===== src/rtl/int_controller_pkg.sv =====
// int_controller_pkg: register map, FSM states and STAT layout for the interrupt controller
package int_controller_pkg;
    localparam logic [2:0] INTC_CTRL  = 3'd0;
    localparam logic [2:0] INTC_MASK  = 3'd1;
    localparam logic [2:0] INTC_PEND  = 3'd2;
    localparam logic [2:0] INTC_VBASE = 3'd3;
    localparam logic [2:0] INTC_STAT  = 3'd4;
    localparam int STAT_SVC_BIT = 7;
    localparam int STAT_IDX_MSB = 2;
    typedef enum logic [1:0] {
        ST_IDLE,
        ST_DISPATCH,
        ST_SERVICE
    } state_e;
endpackage


===== src/rtl/int_prio_enc.sv =====
// int_prio_enc: lowest-index-wins priority encoder
module int_prio_enc #(
    parameter int N_SRC = 4
) (
    input  logic [N_SRC-1:0] req_i,
    output logic             any_o,
    output logic [2:0]       idx_o
);
    always_comb begin
        idx_o = '0;
        for (int i = N_SRC - 1; i >= 0; i--)
            if (req_i[i]) idx_o = 3'(i);
        any_o = |req_i;
    end
endmodule


===== src/rtl/int_controller.sv =====
// int_controller: edge-latching masked priority interrupt controller with a register window
module int_controller
    import int_controller_pkg::*;
#(
    parameter int         N_SRC        = 4,
    parameter int         VEC_SHIFT    = 2,
    parameter logic [7:0] VEC_BASE_RST = 8'h80
) (
    input  logic             clock,
    input  logic             reset,
    input  logic [N_SRC-1:0] src_irq,
    input  logic             cpu_ret,
    input  logic             cfg_w_en,
    input  logic [2:0]       cfg_addr,
    input  logic [7:0]       cfg_w_data,
    output logic [7:0]       cfg_r_data,
    output logic             int_req,
    output logic [7:0]       int_en,
    output logic [7:0]       int_vec
);
    state_e state_q, state_d;
    logic gie_q, gie_d;
    logic [N_SRC-1:0] mask_q, mask_d, pend_q, pend_d, src_prev_q, clr;
    logic [7:0] vbase_q, vbase_d, vec_q, vec_d, stat;
    logic [2:0] act_idx_q, act_idx_d, idx;
    logic any, disp;

    int_prio_enc #(.N_SRC(N_SRC)) u_enc (
        .req_i(pend_q & mask_q),
        .any_o(any),
        .idx_o(idx)
    );

    always_comb begin
        disp = state_q == ST_IDLE && gie_q && any;
        clr = (cfg_w_en && cfg_addr == INTC_PEND ? cfg_w_data[N_SRC-1:0] : '0)
            | (disp ? N_SRC'(1) << idx : '0);
        // a fresh edge beats any clear landing on the same bit
        pend_d = (pend_q & ~clr) | (src_irq & ~src_prev_q);
        state_d = disp ? ST_DISPATCH
                : state_q == ST_DISPATCH ? ST_SERVICE
                : state_q == ST_SERVICE && cpu_ret ? ST_IDLE
                : state_q;
        act_idx_d = disp ? idx : act_idx_q;
        vec_d = disp ? vbase_q + 8'({5'b0, idx} << VEC_SHIFT) : vec_q;
        gie_d = cfg_w_en && cfg_addr == INTC_CTRL ? cfg_w_data[0] : gie_q;
        mask_d = cfg_w_en && cfg_addr == INTC_MASK ? cfg_w_data[N_SRC-1:0] : mask_q;
        vbase_d = cfg_w_en && cfg_addr == INTC_VBASE ? cfg_w_data : vbase_q;
        stat = '0;
        stat[STAT_SVC_BIT] = state_q == ST_SERVICE;
        stat[STAT_IDX_MSB:0] = act_idx_q;
        cfg_r_data = cfg_addr == INTC_CTRL  ? {7'b0, gie_q}
                   : cfg_addr == INTC_MASK  ? 8'(mask_q)
                   : cfg_addr == INTC_PEND  ? 8'(pend_q)
                   : cfg_addr == INTC_VBASE ? vbase_q
                   : cfg_addr == INTC_STAT  ? stat
                   : 8'h00;
    end

    always_ff @(posedge clock) begin
        if (reset) begin
            state_q    <= ST_IDLE;
            gie_q      <= 1'b0;
            mask_q     <= '0;
            pend_q     <= '0;
            src_prev_q <= '0;
            vbase_q    <= VEC_BASE_RST;
            vec_q      <= '0;
            act_idx_q  <= '0;
        end else begin
            state_q    <= state_d;
            gie_q      <= gie_d;
            mask_q     <= mask_d;
            pend_q     <= pend_d;
            src_prev_q <= src_irq;
            vbase_q    <= vbase_d;
            vec_q      <= vec_d;
            act_idx_q  <= act_idx_d;
        end
    end

    assign int_req = state_q == ST_DISPATCH;
    assign int_en  = {7'b0, int_req};
    assign int_vec = vec_q;
endmodule


===== config.mk =====
export PLATFORM = sky130hd
export DESIGN_NAME = int_controller
export DESIGN_NICKNAME = d
export VERILOG_FILES = /design/src/rtl/int_controller_pkg.sv /design/src/rtl/int_prio_enc.sv /design/src/rtl/int_controller.sv
export SDC_FILE = /design/constraint.sdc
export NUM_CORES = 1
export LEC_CHECK = 0
export CAP_MARGIN = 20
export CORE_MARGIN = 4
export CORE_UTILIZATION = 30
export CTS_BUF_LIST = sky130_fd_sc_hd__clkbuf_4 sky130_fd_sc_hd__clkbuf_8 sky130_fd_sc_hd__clkbuf_16
export DETAILED_ROUTE_END_ITERATION = 10
export DONT_BUFFER_PORTS = 1
export GPL_TIMING_DRIVEN = 1
export SLEW_MARGIN = 40
export SYNTH_ARGS = -nofsm -noshare
export SYNTH_HDL_FRONTEND = slang
export SYNTH_HIERARCHICAL = 1
export SYNTH_SLANG_ARGS = --single-unit

===== constraint.sdc =====
create_clock -name clock -period 1.9 [get_ports clock]
set_input_delay 0.57 -clock clock [delete_from_list [all_inputs] [get_ports clock]]
set_output_delay 0.57 -clock clock [all_outputs]
set_load 0.02 [all_outputs]

Word-level counts from Yosys, hierarchy flattened. Cells that the tools add are included.

$add $sub $neg: 1. Bitwise logic cells: 7. Reduce and logical (&&, ||, !) cells: 13. Muxes and demuxes: 14. Shift-type cells: 1. Equality and inequality tests: 6.

Operators with widths (number): 8-bit 2-to-1 mux (5); 4-bit AND (3); 2-bit 2-to-1 mux (6); 8-bit by 5-bit adder with 8-bit output (1); 4-bit 2-to-1 mux (2); 4-bit inverter (2); 4-bit bitwise OR (2); 1-bit logical AND (7); 3-bit by 2-bit == test with 1-bit output (second input constant) (2); 4-bit OR reduction (1); 1-bit by 3-bit << shifter with 4-bit output (first input constant) (1); 3-bit by 1-bit == test with 1-bit output (second input constant) (1); 3-bit == test (second input constant) (1); 3-bit zero test (1); 3-bit nonzero test (1); 2-bit by 1-bit == test with 1-bit output (second input constant) (1); 2-bit == test (second input constant) (1); 2-bit zero test (1); 2-bit nonzero test (1); 2-bit OR reduction (1); 1-bit 2-to-1 mux (1).

Bits of input ports: 19. Register bits: 34. Output and inout bits: 25.

Logic depth before layout (Yosys ltp).
Word-level depth: 11. Mapped depth: 8. Depth with buffers taken out: 8.

By module. Netlist, hierarchy kept.

Modules (own cells, without submodules): int_controller (times used 1, area an instance 1661.6 µm², seq. area each 680.7 µm², cells an instance 196); int_prio_enc (times used 1, area an instance 46.3 µm², seq. area each 0.0 µm², cells an instance 9).

Worst setup path after synthesis. OpenSTA, ideal clock, no wires.

Kind: input to output. From: input cfg_addr[0]. To: output cfg_r_data[1]. Buffers on the path: 1. Arrival: 1.563 ns. Slack: -0.233 ns. Cell stages on the path: 4. Required time: 1.330 ns. Cell sequence: buf_2 -> nor2b_1 -> a22oi_1 -> o22ai_1.

Cells in the longest elaborated chain, start to end: 6. Elaborated cells on any way between the ends: 10. Those cells by class: eq/ne: 4; mux: 5; reduce/logical: 1.

RTL lines: start, declared (RTL line int_controller.sv:14) `input logic [2:0] cfg_addr,`; 3-bit == test (RTL line int_controller.sv:56) `: cfg_addr == INTC_STAT ? stat`; 8-bit 2-to-1 mux (RTL line int_controller.sv:56); 8-bit 2-to-1 mux (RTL line int_controller.sv:55) `: cfg_addr == INTC_VBASE ? vbase_q`; 8-bit 2-to-1 mux (RTL line int_controller.sv:54) `: cfg_addr == INTC_PEND ? 8'(pend_q)`; 8-bit 2-to-1 mux (RTL line int_controller.sv:53) `: cfg_addr == INTC_MASK ? 8'(mask_q)`; 8-bit 2-to-1 mux (*) (RTL line int_controller.sv:52) `cfg_r_data = cfg_addr == INTC_CTRL ? {7'b0, gie_q}`; end, declared (RTL line int_controller.sv:16) `output logic [7:0] cfg_r_data,`.

Every way passes the cells marked *; elsewhere a longest branch is shown, timed or not.

Worst setup path after layout.
From: register pend_q[2]. To: register vec_q[4], in the netlist int_vec[4].

Cells in the longest elaborated chain, start to end: 5. Elaborated cells on any way between the ends: 7. Those cells by class: add/sub: 1; mux: 3; bitwise: 1; reduce/logical: 2.

RTL lines: start, declared (RTL line int_controller.sv:23) `logic [N_SRC-1:0] mask_q, mask_d, pend_q, pend_d, src_prev_q, clr;`; start signal, assigned (RTL line int_controller.sv:74) `pend_q <= pend_d;`; 4-bit AND (RTL line int_controller.sv:29) `.req_i(pend_q & mask_q),`; 2-bit 2-to-1 mux (3 in a row) (RTL line int_prio_enc.sv:12) `if (req_i[i]) idx_o = 3'(i);`; net idx[0] (RTL line int_controller.sv:25) `logic [2:0] act_idx_q, act_idx_d, idx;`; 8-bit by 5-bit adder with 8-bit output (RTL line int_controller.sv:45) `vec_d = disp ? vbase_q + 8'({5'b0, idx} << VEC_SHIFT) : vec_q;`; end signal, assigned (RTL line int_controller.sv:77) `vec_q <= vec_d;`; end, declared (RTL line int_controller.sv:24) `logic [7:0] vbase_q, vbase_d, vec_q, vec_d, stat;`.

The timed path passes the listed nets, and every way through them passes these cells. A chain may end at the register's enable or synchronous reset.

==> key figures <==
STA
  • Final hold vios: 0
  • Max-slew violations: 0
  • Setup-failing EPs final: 0
  • Tcrit/Tclk final: 94.99%
  • Clock skew: 5.630 ps
  • Max frequency: 554.1 MHz
  • Minimum clock period: 1805 ps
  • Sum of negative setup slack: 0 ps
  • RSZ-0062 raised after global routing: false
  • Hold Slack: 349.0 ps

Logic synthesis
  • Cell variety after synth: 42
  • Post-synthesis cell area: 1708 um^2
  • Mapped Cells: 205
  • Number of synthesized flops with an enable pin: 0
  • Share of the synthesized area in the top cell type: 39.85%
  • Largest cells by area after synthesis: dfxtp_1, nand2_1, a21oi_1
  • Cell taking the most area after synthesis: dfxtp_1
  • Top_reg_cell synth: dfxtp_1
  • Synth Warn #: 6
  • Post-synth ARST share: 0%
  • Post-synthesis sequential area ratio: 39.85%
  • Yosys reg bits: 34
  • Mean Syn Cell Area: 8.331 um^2

Floorplan
  • DIE AREA: 6964 um^2
  • Core box area: 5507 um^2
  • Starting Density: 31.02%
  • Row count: 27
  • Die Span X: 83.45 um
  • Die height: 83.45 um
  • IO Pins: 44

Worst setup path
  • CP startpoint kind: flop
  • Worst EP required: 2090 ps
  • Worst R2R Path Depth: 8
  • CP Depth: 8
  • Buf/Inv on CP: 1
  • Critical path capture point type: flop
  • Crit path arrival time: 2000 ps
  • Worst-path fanout max: 3
  • Worst stage delay on the critical path: 370 ps
  • Critical path class: flop to flop
  • Worst path top cell family by delay: adder cells
  • CP max-delay cell: fa_2
  • Crit path cell chain: and2_4, nand2b_4, a21oi_4, ha_2, fa_2, buf_4, xnor2_1, a211oi_1

Final layout
  • Nets: 232
  • FILL cells: 581
  • Non-Filler Instances: 282
  • Layout cell share with drive strength beyond 1: 19.52%
  • Synth-to-layout area growth: 14.36%
  • ANT cells: 0

Clock network
  • Hold buffers post-CTS: 0
  • Worst skew pair latency: 280 ps
  • Clk root buf: clkbuf_8
  • Sink Count: 34
  • Clock Tree Buf Depth: 2
  • CTS tree: built
  • Clock transition at path regs: 70 ps
  • TritonCTS buffer count: 5
  • CTS HTree Levels: 2

Worst hold path
  • Hold path cells: 1
  • Hold crit path type: primary input to flop

Power
  • Sequential Power Share: 53.1%
  • Leakage: 0.7258 nW
  • Power density cells: 718.9 nW/um^2
  • Internal: 1.069 mW
  • Worst vdd ir: 0.3636 mV
  • Switching power: 0.3347 mW
  • Logic pwr share: 7.6%
  • Switching Share: 23.84%
  • Clk pwr share: 39.3%

Global routing
  • Largest net degree at the start of global routing: 28
  • GR Util All Layers: 13.00%
  • First-pass GRT wire length: 7.189 mm
  • Initial antenna violation count: 0
  • Vias in the first global route: 1391
  • Total congestion overflow: 0

Route
  • Routed WL: 4.256 mm
  • DRC Markers: 0
  • DR WL/cell: 15.09 um
  • Final ANT Viol Nets: 0
  • Routed vias/inst: 5.025
  • Vias: 1417
  • First-pass DRT Iterations: 4
  • Initial drt markers: 108

Placed design
  • GPL Wtd Cong: 0.9140
  • Placed cell count: 273
  • Final HPWL from detailed placement: 3.208 mm
  • IO buf count: 0

Job
  • Max-cap check violation count: 0

Outcome
  • Outcome: finished clean
==> layout by cell type, fill, tap and decap left out, types with 3 or more instances in the layout <==
cell	Yosys	final
a21oi_1	18	16
a41o_1	4	4
and2_4	0	3
and3_1	3	3
buf_4	9	11
clkbuf_8	0	6
conb_1	2	8
dfxtp_1	34	30
dfxtp_2	0	4
inv_1	3	3
mux2i_1	9	9
nand2_1	38	38
nand3_1	6	6
nor2_1	12	11
nor2b_1	10	9
o21ai_0	4	4
o22ai_2	0	3
==> worst register-to-register path: cells and delay by family (launching register included) <==
kind	cells	cell delay (ps)
compound gates	2	250
xor+xnor	1	120
fa+ha+maj	2	570
buf+inv	1	150
flops	1	350
simple gates	2	270
==> routing by layer <==
| layer | vias up | share of wire (%) | global-route usage [%] |
|---|---|---|---|
| li1 | 706 | - | - |
| met1 | 661 | 47 | 16.45 |
| met2 | 42 | 44 | 20.63 |
| met3 | 8 | 7.0 | 4.344 |
| met4 | 0 | 2.3 | 4.678 |
| met5 | - | 0 | 0 |
==> stage by stage <==
step | power, mW | util [%] | worst slack, ps | instance area [um^2]
detailed placement | 0.8634 | 32.90 | 58.71 | 1812
global route | 1.473 | 35.47 | 3.735 | 1953
global placement | 0.8625 | 32.90 | 86.05 | 1812
finish | 1.404 | 35.47 | 95.12 | 1953
CTS | 1.419 | 34.63 | 38.67 | 1907
floorplan | 0.8662 | - | -26.16 | 1762
==> cell families (layout without fill, tap and decap cells) <==
group                      after synthesis  after routing  share of synthesized area (%)
AOI/OAI and AO/OA                       40             40                          14.87
xor gates and xnor gates                 1              1                         0.5129
adders and majority gates                4              4                          3.370
buffers and inverters                   24             23                          7.546
DFF                                     34             34                          39.85
muxes                                   10             10                          5.934
other                                    2              8                         0.4397
and+or+nand+nor                         90             90                          27.47
==> state kept, by name (all words and copies together), names as in the netlist <==
register    flops
int_vec         8
vbase_q         8
mask_q          4
pend_q          4
src_prev_q      4
act_idx_q       3
state_q         2
gie_q           1
==> synthesized netlist by cell type (all sizes together) (2+ instances only) <==
library cell / count
a211oi: 2
a21oi: 19
a22oi: 2
a31oi: 2
a41o: 4
and2: 4
and3: 3
and4bb: 2
buf: 13
clkbuf: 7
conb: 2
dfxtp: 34
ha: 3
inv: 3
mux2i: 9
nand2: 38
nand2b: 2
nand3: 6
nand3b: 2
nand4b: 2
nor2: 12
nor2b: 10
o21ai: 4
o22ai: 3
or3: 2
==> power by group through the flow <==
stage,Combinational (mW),Clock [mW],Sequential [mW]
final,0.106,0.552,0.746
after global placement,0.102,0,0.760
after CTS,0.103,0.571,0.744
after floorplan,0.109,0,0.757
after global routing,0.117,0.607,0.748
after detailed placement,0.103,0,0.760
==> final cells by class <==
cell class / instances / area [um^2] / area share [%]
inverter: 4 / 15.01 / 0.7687
clock buffer: 6 / 82.58 / 4.228
timing repair buffer: 11 / 82.58 / 4.228
clock inverter: 2 / 12.51 / 0.6406
tap: 72 / 90.09 / 4.612
sequential: 34 / 685.7 / 35.11
multi-input combinational: 153 / 984.7 / 50.42
==> worst paths after layout <==
kind                       end  slack [ps]          from
setup / recovery    int_vec[4]         100     pend_q[2]
hold / removal       mask_q[1]         350         reset
setup reg to reg    int_vec[4]         100     pend_q[2]
hold reg to reg   act_idx_q[1]         450  act_idx_q[1]
==> repair_timing <==
item | 4_1_cts | 5_1_grt
setup buffers | 0 | 1
endpoints found under the setup margin | 0 | 4
endpoints found under the hold margin | 0 | 0
resized for setup | 0 | 14
Power figures use the tool's default switching activity.
